## src/rtl/serial_deframer.sv

```systemverilog
// Serial deframer: hunts for SYNC_PAT, then unpacks FRAME_WORDS MSB-first words.
// Define DEFRAME_PARITY_EN to expect one even-parity bit after every data word.
//
// state   | meaning
// --------+--------------------------------------------------------------
// HUNT    | shifting d into the sync register, waiting for SYNC_PAT
// DATA    | locked; deserializing words until the frame's last word

module serial_deframer #(
    parameter int                WIDTH       = 8,
    parameter int                SYNC_W      = 8,
    parameter logic [SYNC_W-1:0] SYNC_PAT    = 8'hA5,
    parameter int                FRAME_WORDS = 2
) (
    input  logic             clk,
    input  logic             rst,
    input  logic             d,
    output logic [WIDTH-1:0] q,
    output logic             q_valid,
    output logic [7:0]       q_idx,
    output logic             frame_done,
    output logic             locked,
    output logic             par_err
);

`ifdef DEFRAME_PARITY_EN
    localparam int BPW = WIDTH + 1;
`else
    localparam int BPW = WIDTH;
`endif
    // The final bit of a word is used straight from d, so the shift register
    // only needs to hold the bits before it.
    localparam int DSR_W = BPW - 1;
    localparam int BW    = $clog2(WIDTH + 1);

    localparam logic [1:0] ST_HUNT = 2'b01;
    localparam logic [1:0] ST_DATA = 2'b10;

    logic [1:0]        state_q, state_d;
    logic [SYNC_W-2:0] sync_q, sync_d;
    logic [DSR_W-1:0]  data_q, data_d;
    logic [BW-1:0]     bit_q, bit_d;
    logic [7:0]        word_q, word_d;
    logic [WIDTH-1:0]  q_q, q_d;
    logic              valid_q, valid_d;
    logic [7:0]        idx_q, idx_d;
    logic              done_q, done_d;
    logic              locked_q, locked_d;
    logic              perr_q, perr_d;

    logic [SYNC_W-1:0] sync_shift;
    logic              sync_hit;
    logic              word_end;
    logic              frame_end;

    assign sync_shift = {sync_q, d};
    assign sync_hit   = (state_q == ST_HUNT) && (sync_shift == SYNC_PAT);
    assign word_end   = (state_q == ST_DATA) && (bit_q == BW'(BPW - 1));
    assign frame_end  = word_end && (word_q == 8'(FRAME_WORDS - 1));

    always_ff @(posedge clk) begin
        if (rst) begin
            state_q  <= ST_HUNT;
            sync_q   <= '0;
            data_q   <= '0;
            bit_q    <= '0;
            word_q   <= '0;
            q_q      <= '0;
            valid_q  <= 1'b0;
            idx_q    <= '0;
            done_q   <= 1'b0;
            locked_q <= 1'b0;
            perr_q   <= 1'b0;
        end else begin
            state_q  <= state_d;
            sync_q   <= sync_d;
            data_q   <= data_d;
            bit_q    <= bit_d;
            word_q   <= word_d;
            q_q      <= q_d;
            valid_q  <= valid_d;
            idx_q    <= idx_d;
            done_q   <= done_d;
            locked_q <= locked_d;
            perr_q   <= perr_d;
        end
    end

    always_comb begin
        state_d = ST_HUNT;
        case (state_q)
            ST_HUNT: state_d = sync_hit ? ST_DATA : ST_HUNT;
            ST_DATA: state_d = frame_end ? ST_HUNT : ST_DATA;
            default: state_d = ST_HUNT;
        endcase
    end

    always_comb begin
        sync_d   = sync_q;
        data_d   = data_q;
        bit_d    = bit_q;
        word_d   = word_q;
        q_d      = q_q;
        valid_d  = 1'b0;
        idx_d    = idx_q;
        done_d   = 1'b0;
        locked_d = locked_q;
        perr_d   = 1'b0;
        case (state_q)
            ST_HUNT: begin
                sync_d = sync_shift[SYNC_W-2:0];
                if (sync_hit) begin
                    bit_d    = '0;
                    word_d   = '0;
                    locked_d = 1'b1;
                end
            end
            ST_DATA: begin
                // Shifting on the parity bit is harmless: the next word's
                // data bits completely refill the register before use.
                data_d = DSR_W'({data_q, d});
                bit_d  = bit_q + BW'(1);
                if (word_end) begin
`ifdef DEFRAME_PARITY_EN
                    q_d    = data_q;
                    perr_d = ^{data_q, d};
`else
                    q_d    = {data_q, d};
`endif
                    valid_d = 1'b1;
                    idx_d   = word_q;
                    bit_d   = '0;
                    word_d  = word_q + 8'd1;
                    if (frame_end) begin
                        done_d   = 1'b1;
                        locked_d = 1'b0;
                        sync_d   = '0;
                    end
                end
            end
            default: ;
        endcase
    end

    assign q          = q_q;
    assign q_valid    = valid_q;
    assign q_idx      = idx_q;
    assign frame_done = done_q;
    assign locked     = locked_q;
`ifdef DEFRAME_PARITY_EN
    assign par_err    = perr_q;
`else
    assign par_err    = 1'b0;
`endif

endmodule

```

## config.mk

```make
export PLATFORM = sky130hd
export DESIGN_NAME = serial_deframer
export DESIGN_NICKNAME = d
export VERILOG_FILES = /design/src/rtl/serial_deframer.sv
export SDC_FILE = /design/constraint.sdc
export NUM_CORES = 1
export LEC_CHECK = 0
export ABC_AREA = 1
export CAP_MARGIN = 20
export CORE_MARGIN = 2
export CORE_UTILIZATION = 59
export DETAILED_ROUTE_END_ITERATION = 16
export GPL_ROUTABILITY_DRIVEN = 0
export HOLD_SLACK_MARGIN = 0.05
export PLACE_DENSITY_LB_ADDON = 0.1
export SETUP_SLACK_MARGIN = 0.1
export SLEW_MARGIN = 20
export SYNTH_ARGS = -nofsm -noshare
export SYNTH_HDL_FRONTEND = slang
export SYNTH_SLANG_ARGS = --single-unit
export TNS_END_PERCENT = 1
```

## constraint.sdc

```tcl
create_clock -name clk -period 4.1 [get_ports clk]
set_input_delay 0.82 -clock clk [delete_from_list [all_inputs] [get_ports clk]]
set_output_delay 0.82 -clock clk [all_outputs]
set_load 0.05 [all_outputs]
```

==> results of run 1 <==
## state kept, by name, summed over array words and instances (netlist names)
| signal | cells |
|---|---|
| q | 8 |
| state_q | 2 |
| q_valid | 1 |
| word_q | 8 |
| bit_q | 4 |
| sync_q | 7 |
| q_idx | 8 |
| locked | 1 |
| frame_done | 1 |
| data_q | 7 |
## per-layer routing
metal,up-vias,share of wire,track usage
li1,926,-,-
met1,832,0.47,0.289
met2,45,0.46,0.403
met3,6,0.054,0.0554
met4,0,0.012,0.0951
met5,-,0,0
## synth_stat cells
cell,number
nor3_1,1
dfxtp_1,47
nand4_1,5
inv_2,1
conb_1,1
inv_1,23
nor2_4,3
inv_4,1
nor2_1,29
nand4_4,1
nand2_2,3
nor2_2,2
o21a_1,2
ha_1,5
o21ai_2,1
nand2_1,64
nand3_2,2
clkbuf_1,2
a21oi_1,27
xnor2_1,1
nand2_4,3
buf_2,2
nand3b_1,1
buf_8,1
clkbuf_2,1
nand3_1,25
o21ai_0,17
buf_4,2
buf_6,3
## through the flow
step / util / power, uW / instance area [sq um]
final: 0.702 / 781 / 2380
after global routing: 0.702 / 802 / 2380
after CTS: 0.702 / 782 / 2380
after detailed placement: 0.676 / 487 / 2290
after global placement: 0.676 / 487 / 2290
after floorplan: - / 482 / 2100
## kinds of logic (layout without fill, tap and decap cells)
kind of cell	count (synthesis)	after routing	synth area share
other	1	1	0.00179
adders and majority gates	5	5	0.0298
AOI/OAI and AO/OA	47	47	0.116
and+or+nand+nor	139	139	0.313
DFF	47	47	0.448
buffers and inverters	36	55	0.0869
xor gates and xnor gates	1	1	0.00417
## final timing paths
check | endpoint | cells past startpoint | slack (ns)
max | q[2] | 1 | 1.73
min | q[7]$_SDFFE_PP0P_ | 2 | 0.48
min reg2reg | q[7]$_SDFFE_PP0P_ | 2 | 0.48
max reg2reg | locked$_SDFFE_PP0P_ | 8 | 1.93
## final cells by class
class / instances / share of cell area
multi-input combinational: 193 / 0.411
inverter: 25 / 0.0405
timing repair buffer: 22 / 0.0915
clock buffer: 6 / 0.0216
tap: 46 / 0.0242
clock inverter: 2 / 0.0163
sequential: 47 / 0.395
## power breakdown
part           switching [uW]  total (uW)  internal, uW
combinational            13.0        18.2          5.12
clock                     156         304           147
sequential               1.09         459           458
total                     170         781           611
==> results.py, run 1 <==
metrics = {
    "status": {
        "outcome": "complete, no violations",
    },
    "synth": {
        "synth_area_leader_cell": "dfxtp_1",
        "syn-num-nets": 284,
        "ys_ff_latch": 47,
        "synthDistinctLibCells": 29,
        "avgSynthCellArea_sq_um": 7.61,
        "synth_top_area_frac": 0.448,
        "netlist_area_sq_um": 2100,
        "seq_area_frac_synth": 0.448,
        "netlist_instances": 276,
        "synthesis.yosys.warnings": 0,
        "synthTopCellsByArea": "dfxtp_1, nand2_1, a21oi_1",
    },
    "clocking": {
        "cts_setup_buffers": 0,
        "clk_pin_slew_worst_paths_ns": 0.14,
        "root_buffer": "clkbuf_4",
        "cts_hold_buf": 0,
        "clk_latency_ns": 0.37,
        "cts-resized-gates": 0,
        "cts.sinks": 47,
        "htreeDepth": 2,
        "cts_tree": "done",
        "cts_buffer_depth": 2,
        "cts_buffers": 5,
    },
    "sta": {
        "rsz0062_at_grt": "false",
        "fin_ws_ns": 1.73,
        "min_period_ns": 2.37,
        "fin_crit_sh": 0.577,
        "skew_ns": 0.00978,
        "setup_viol": 0,
        "max_freq_mhz": 422,
        "drv_slew": 0,
        "slew_headroom": 0.540,
        "tightestPinTransition_ns": 0.689,
        "final-hold-violation-count": 0,
        "fin_hold_ws_ns": 0.475,
        "setup_tns_ns": 0,
    },
    "route": {
        "via_per_inst": 5.30,
        "first_iter_violations": 108,
        "drc": 0,
        "wl_mm": 4.33,
        "firstDrtPassIters": 5,
        "antenna_left": 0,
        "wl_per_cell_um": 12.7,
        "num_vias": 1809,
    },
    "finish": {
        "final_common_cell": "nand2_1",
        "multi_input_area_sq_um": 977,
        "layout_common_cells": "nand2_1, dfxtp_1, nor2_1, a21oi_1, nand3_1",
        "syn_to_final_growth_pct": 13.3,
        "num_antenna_cells": 0,
        "nets": 302,
        "instances_no_fill": 341,
        "nFillCells": 286,
        "regArea_sq_um": 941,
        "layout-drive-gt1-share": 0.0881,
    },
    "worst_setup_path": {
        "r2r-start": "state_q[1]$_SDFF_PP0_",
        "crit_chain": "clkdlybuf4s50_1",
        "critPathLaunch": "q[2]$_SDFFE_PP0P_",
        "critical_path_arrival_ns": 1.55,
        "cp_slowest_stage_delay_ns": 0.81,
        "cp-start-kind": "flop",
        "cpMaxStageDelayCell": "clkdlybuf4s50_1",
        "critical_path_class": "flop to output port",
        "cp_top_family": "buffers and inverters",
        "crit_buf_inv": 1,
        "required_ns": 3.28,
        "critPathMaxFanout": 2,
        "cp-end-kind": "output port",
    },
    "die": {
        "dieArea_sq_um": 4050,
        "core_sq_um": 3390,
        "num_rows": 21,
        "die_w_um": 63.7,
        "die_y_um": 63.7,
        "start_util": 0.620,
        "pin_count": 23,
    },
    "hold_path": {
        "hold_path_class": "flop to flop",
        "min-delay-start": "data_q[6]$_SDFFE_PP0P_",
    },
    "job": {
        "drv_cap": 0,
    },
    "place": {
        "hpwl_mm": 2.94,
        "portBuffers": 21,
        "dp_cells": 333,
        "pre_cts_slack_ns": 1.69,
    },
    "power_and_ir_drop": {
        "power_density_nw_per_um2": 328,
        "total_leakage_power_uw": 0.000951,
        "ir_drop_uv": 263,
    },
    "global_route": {
        "grt_remaining_overflow": 0,
        "grt_pass1_wl_mm": 7.60,
        "track_usage": 0.238,
        "grt_pass1_vias": 1696,
        "grt_max_degree": 25,
        "antenna_found_initial": 0,
    },
}
Power figures use the tool's default switching activity.
==> run 2: changes to the inputs <==
CORE_UTILIZATION = 55   (was 59)
clock period = 2.35 ns   (was 4.1 ns; I/O delays follow)
==> results.py, run 2 (synthesized netlist as in run 1, its figures left out) <==
metrics = {
    "status": {
        "outcome": "complete, no violations",
    },
    "place": {
        "portBuffers": 21,
        "pre_cts_slack_ns": 0.437,
        "hpwl_mm": 2.99,
        "dp_cells": 339,
    },
    "sta": {
        "slew_headroom": 0.657,
        "final-hold-violation-count": 0,
        "max_freq_mhz": 518,
        "setup_tns_ns": 0,
        "min_period_ns": 1.93,
        "drv_slew": 0,
        "tightestPinTransition_ns": 0.512,
        "fin_ws_ns": 0.421,
        "fin_crit_sh": 0.821,
        "setup_viol": 0,
        "rsz0062_at_grt": "false",
        "fin_hold_ws_ns": 0.468,
        "skew_ns": 0.00979,
    },
    "global_route": {
        "grt_use_met2": 0.367,
        "grt_max_degree": 23,
        "grt_pass1_vias": 1629,
        "antenna_found_initial": 0,
        "track_usage": 0.219,
        "grtUsageMet1": 0.276,
        "use_met3": 0.0477,
        "grt.busiest_layer": "met2",
        "grt_pass1_wl_mm": 7.30,
        "grt_remaining_overflow": 0,
    },
    "worst_setup_path": {
        "critical_path_arrival_ns": 1.46,
        "cp-end-kind": "output port",
        "cp-start-kind": "flop",
        "critPathMaxFanout": 2,
        "required_ns": 1.88,
        "cpMaxStageDelayCell": "clkdlybuf4s50_1",
        "critical_path_class": "flop to output port",
        "crit_chain": "clkdlybuf4s50_1",
        "cp_top_family": "buffers and inverters",
        "crit_buf_inv": 1,
        "cp_slowest_stage_delay_ns": 0.81,
    },
    "route": {
        "num_vias": 1780,
        "wl_per_cell_um": 12.5,
        "firstDrtPassIters": 4,
        "antenna_left": 0,
        "via_per_inst": 5.13,
        "drc": 0,
        "first_iter_violations": 105,
        "wl_mm": 4.32,
    },
    "job": {
        "drv_cap": 0,
    },
    "clocking": {
        "clk_pin_slew_worst_paths_ns": 0.09,
        "clk_latency_ns": 0.30,
        "cts_buffer_depth": 2,
        "root_buffer": "clkbuf_8",
        "cts-resized-gates": 0,
        "cts.sinks": 47,
        "cts_tree": "done",
        "cts_buffers": 5,
        "cts_setup_buffers": 0,
        "cts_hold_buf": 0,
        "htreeDepth": 2,
    },
    "finish": {
        "layout_common_cells": "nand2_1, dfxtp_1, nor2_1, a21oi_1, nand3_1",
        "num_antenna_cells": 0,
        "instances_no_fill": 347,
        "nets": 306,
        "syn_to_final_growth_pct": 15.9,
        "final_common_cell": "nand2_1",
        "layout-drive-gt1-share": 0.100,
    },
    "die": {
        "pin_count": 23,
        "die_y_um": 65.8,
        "die_w_um": 65.8,
        "core_sq_um": 3660,
        "start_util": 0.574,
        "dieArea_sq_um": 4330,
        "num_rows": 22,
    },
    "hold_path": {
        "hold_path_class": "flop to flop",
    },
    "power_and_ir_drop": {
        "total_leakage_power_uw": 0.000979,
        "ir_drop_uv": 361,
        "power_density_nw_per_um2": 586,
    },
}
==> run 2: worst paths after layout <==
path	start	endpoint	slack [ns]	cells past startpoint
worst max-delay path	q[2]$_SDFFE_PP0P_	q[2]	0.42	1
worst min-delay path	locked$_SDFFE_PP0P_	locked$_SDFFE_PP0P_	0.47	2
worst max register to register	state_q[0]$_SDFF_PP1_	word_q[6]$_SDFFE_PP0P_	0.61	9
worst min register to register	locked$_SDFFE_PP0P_	locked$_SDFFE_PP0P_	0.47	2
==> run 2: layout make-up <==
type                    instances  area [sq um]
well taps                      48          60.1
inverters                      25          96.3
fillers                       313          1230
clock inverters                 3          43.8
flip-flops and latches         47           941
multi-input cells             193           977
clock buffers                   5          68.8
repair buffers                 26           248
==> run 2: metal layers <==
layer | vias up | share of wire
li1 | 934 | -
met1 | 800 | 0.49
met2 | 39 | 0.46
met3 | 7 | 0.037
met4 | 0 | 0.013
met5 | - | 0
==> run 2: where the power goes <==
part	internal, uW	switching [uW]
registers	798	2.13
logic	9.98	22.7
clock network	317	278
total	1130	303
==> run 2: metrics by stage <==
stage               instance area (sq um)   util  total power, uW
floorplan                            2100      -              842
global placement                     2320  0.634              852
detailed placement                   2320  0.634              852
CTS                                  2430  0.665             1440
global route                         2430  0.665             1480
finish                               2430  0.665             1430
==> run 3: changes to the inputs <==
clock period = 1.9 ns   (was 2.35 ns; I/O delays follow)
==> results.py, run 3 (synthesized netlist as in run 1, its figures left out) <==
metrics = {
    "clocking": {
        "root_buffer": "clkbuf_8",
        "htreeDepth": 2,
        "cts_setup_buffers": 0,
        "clk_latency_ns": 0.30,
        "cts_tree": "done",
        "clk_pin_slew_worst_paths_ns": 0.09,
        "cts_buffers": 5,
        "cts_buffer_depth": 2,
        "cts.sinks": 47,
    },
    "place": {
        "postPlaceCellArea_sq_um": 2360,
        "portBuffers": 21,
        "hpwl_mm": 3.21,
    },
    "finish": {
        "layout_common_cells": "nand2_1, dfxtp_1, nor2_1, a21oi_1, nand3_1",
        "layout-drive-gt1-share": 0.116,
        "syn_to_final_growth_pct": 17.3,
        "num_antenna_cells": 0,
        "nets": 311,
        "fin_area_sq_um": 2460,
        "nFillCells": 320,
        "final_common_cell": "nand2_1",
    },
    "worst_setup_path": {
        "cpMaxStageDelayCell": "clkdlybuf4s50_1",
        "crit_buf_inv": 1,
        "critical_path_class": "flop to output port",
        "critical_path_arrival_ns": 1.47,
        "cp-start-kind": "flop",
        "rrSetupSlack_ns": 0.32,
        "cp_slowest_stage_delay_ns": 0.81,
        "critPathMaxFanout": 2,
        "required_ns": 1.52,
        "cp_top_family": "buffers and inverters",
        "cp-end-kind": "output port",
        "crit_chain": "clkdlybuf4s50_1",
    },
    "route": {
        "wl_mm": 4.39,
        "wl_per_cell_um": 12.5,
        "firstDrtPassIters": 5,
        "antenna_left": 0,
        "drc": 0,
        "first_iter_violations": 63,
        "via_per_inst": 5.21,
        "num_vias": 1830,
    },
    "power_and_ir_drop": {
        "sw_frac_of_total": 0.209,
        "ir_drop_uv": 580,
        "combPwrFrac": 0.026,
        "netSwitchingPower_uw": 367,
        "total_leakage_power_uw": 0.00102,
        "power_density_nw_per_um2": 712,
        "seqPwrFrac": 0.564,
        "clkPwrFrac": 0.410,
        "p_int_uw": 1390,
    },
    "sta": {
        "final-hold-violation-count": 0,
        "rsz0062_at_grt": "true",
        "tightestPinTransition_ns": 0.508,
        "min_period_ns": 1.85,
        "max_freq_mhz": 540,
        "skew_ns": 0.0126,
        "fin_crit_sh": 0.975,
        "fin_hold_ws_ns": 0.452,
        "setup_viol": 0,
        "slew_headroom": 0.661,
        "setup_tns_ns": 0,
        "drv_slew": 0,
    },
    "die": {
        "core_sq_um": 3660,
        "dieArea_sq_um": 4330,
        "start_util": 0.574,
        "die_w_um": 65.8,
        "num_rows": 22,
        "pin_count": 23,
        "die_y_um": 65.8,
    },
    "global_route": {
        "grt_pass1_vias": 1701,
        "grt_pass1_wl_mm": 7.65,
        "grt_remaining_overflow": 0,
        "track_usage": 0.228,
        "grt_max_degree": 16,
        "antenna_found_initial": 0,
    },
    "job": {
        "drv_cap": 0,
    },
    "status": {
        "outcome": "complete, no violations",
    },
    "hold_path": {
        "hold_path_class": "flop to flop",
    },
}
-- run 3: power groups by stage --
stage               combinational (uW)  sequential, uW  clock (uW)
detailed placement                46.3            1010           0
finish                            46.4             990         719
global route                      50.5             991         773
floorplan                         28.5            1010           0
CTS                               46.3             990         729
global placement                  45.3            1010           0
-- run 3: area by class of cell --
cell class,count,area [sq um],share of cell area
clock inverters,2,37.5,0.0152
well taps,48,60.1,0.0244
repair buffers,31,284,0.115
flip-flops and latches,47,941,0.382
inverters,25,96.3,0.0391
clock buffers,5,68.8,0.0279
multi-input cells,193,977,0.396
-- run 3: final timing paths --
path                                end              startpoint  cells past startpoint
setup reg to reg  q_idx[7]$_SDFFE_PP0P_   bit_q[0]$_SDFFE_PP0P_                      6
hold reg to reg       q[7]$_SDFFE_PP0P_  data_q[6]$_SDFFE_PP0P_                      2
setup / recovery                   q[1]       q[1]$_SDFFE_PP0P_                      1
hold / removal        q[7]$_SDFFE_PP0P_  data_q[6]$_SDFFE_PP0P_                      2
-- run 3: metrics by stage --
stage / util / power, uW / setup WS [ns] / cells
floorplan: - / 1040 / 0.562 / 276
global placement: 0.644 / 1060 / 0.164 / 344
detailed placement: 0.644 / 1060 / 0.120 / 344
CTS: 0.673 / 1770 / 0.0463 / 351
global route: 0.673 / 1810 / 0.0140 / 351
finish: 0.673 / 1760 / 0.0482 / 351
-- run 3: layer usage --
layer	track usage	routed length [um]	vias up
li1	-	-	941
met1	0.280	2100	855
met2	0.390	2090	29
met3	0.0528	159	5
met4	0.0781	46	0
met5	0	0	-
-- run 3: what timing repair did --
action                     in CTS  in global routing
gates resized for setup         1                  1
setup endpoints to repair      16                 17
hold buffers                    0                  0
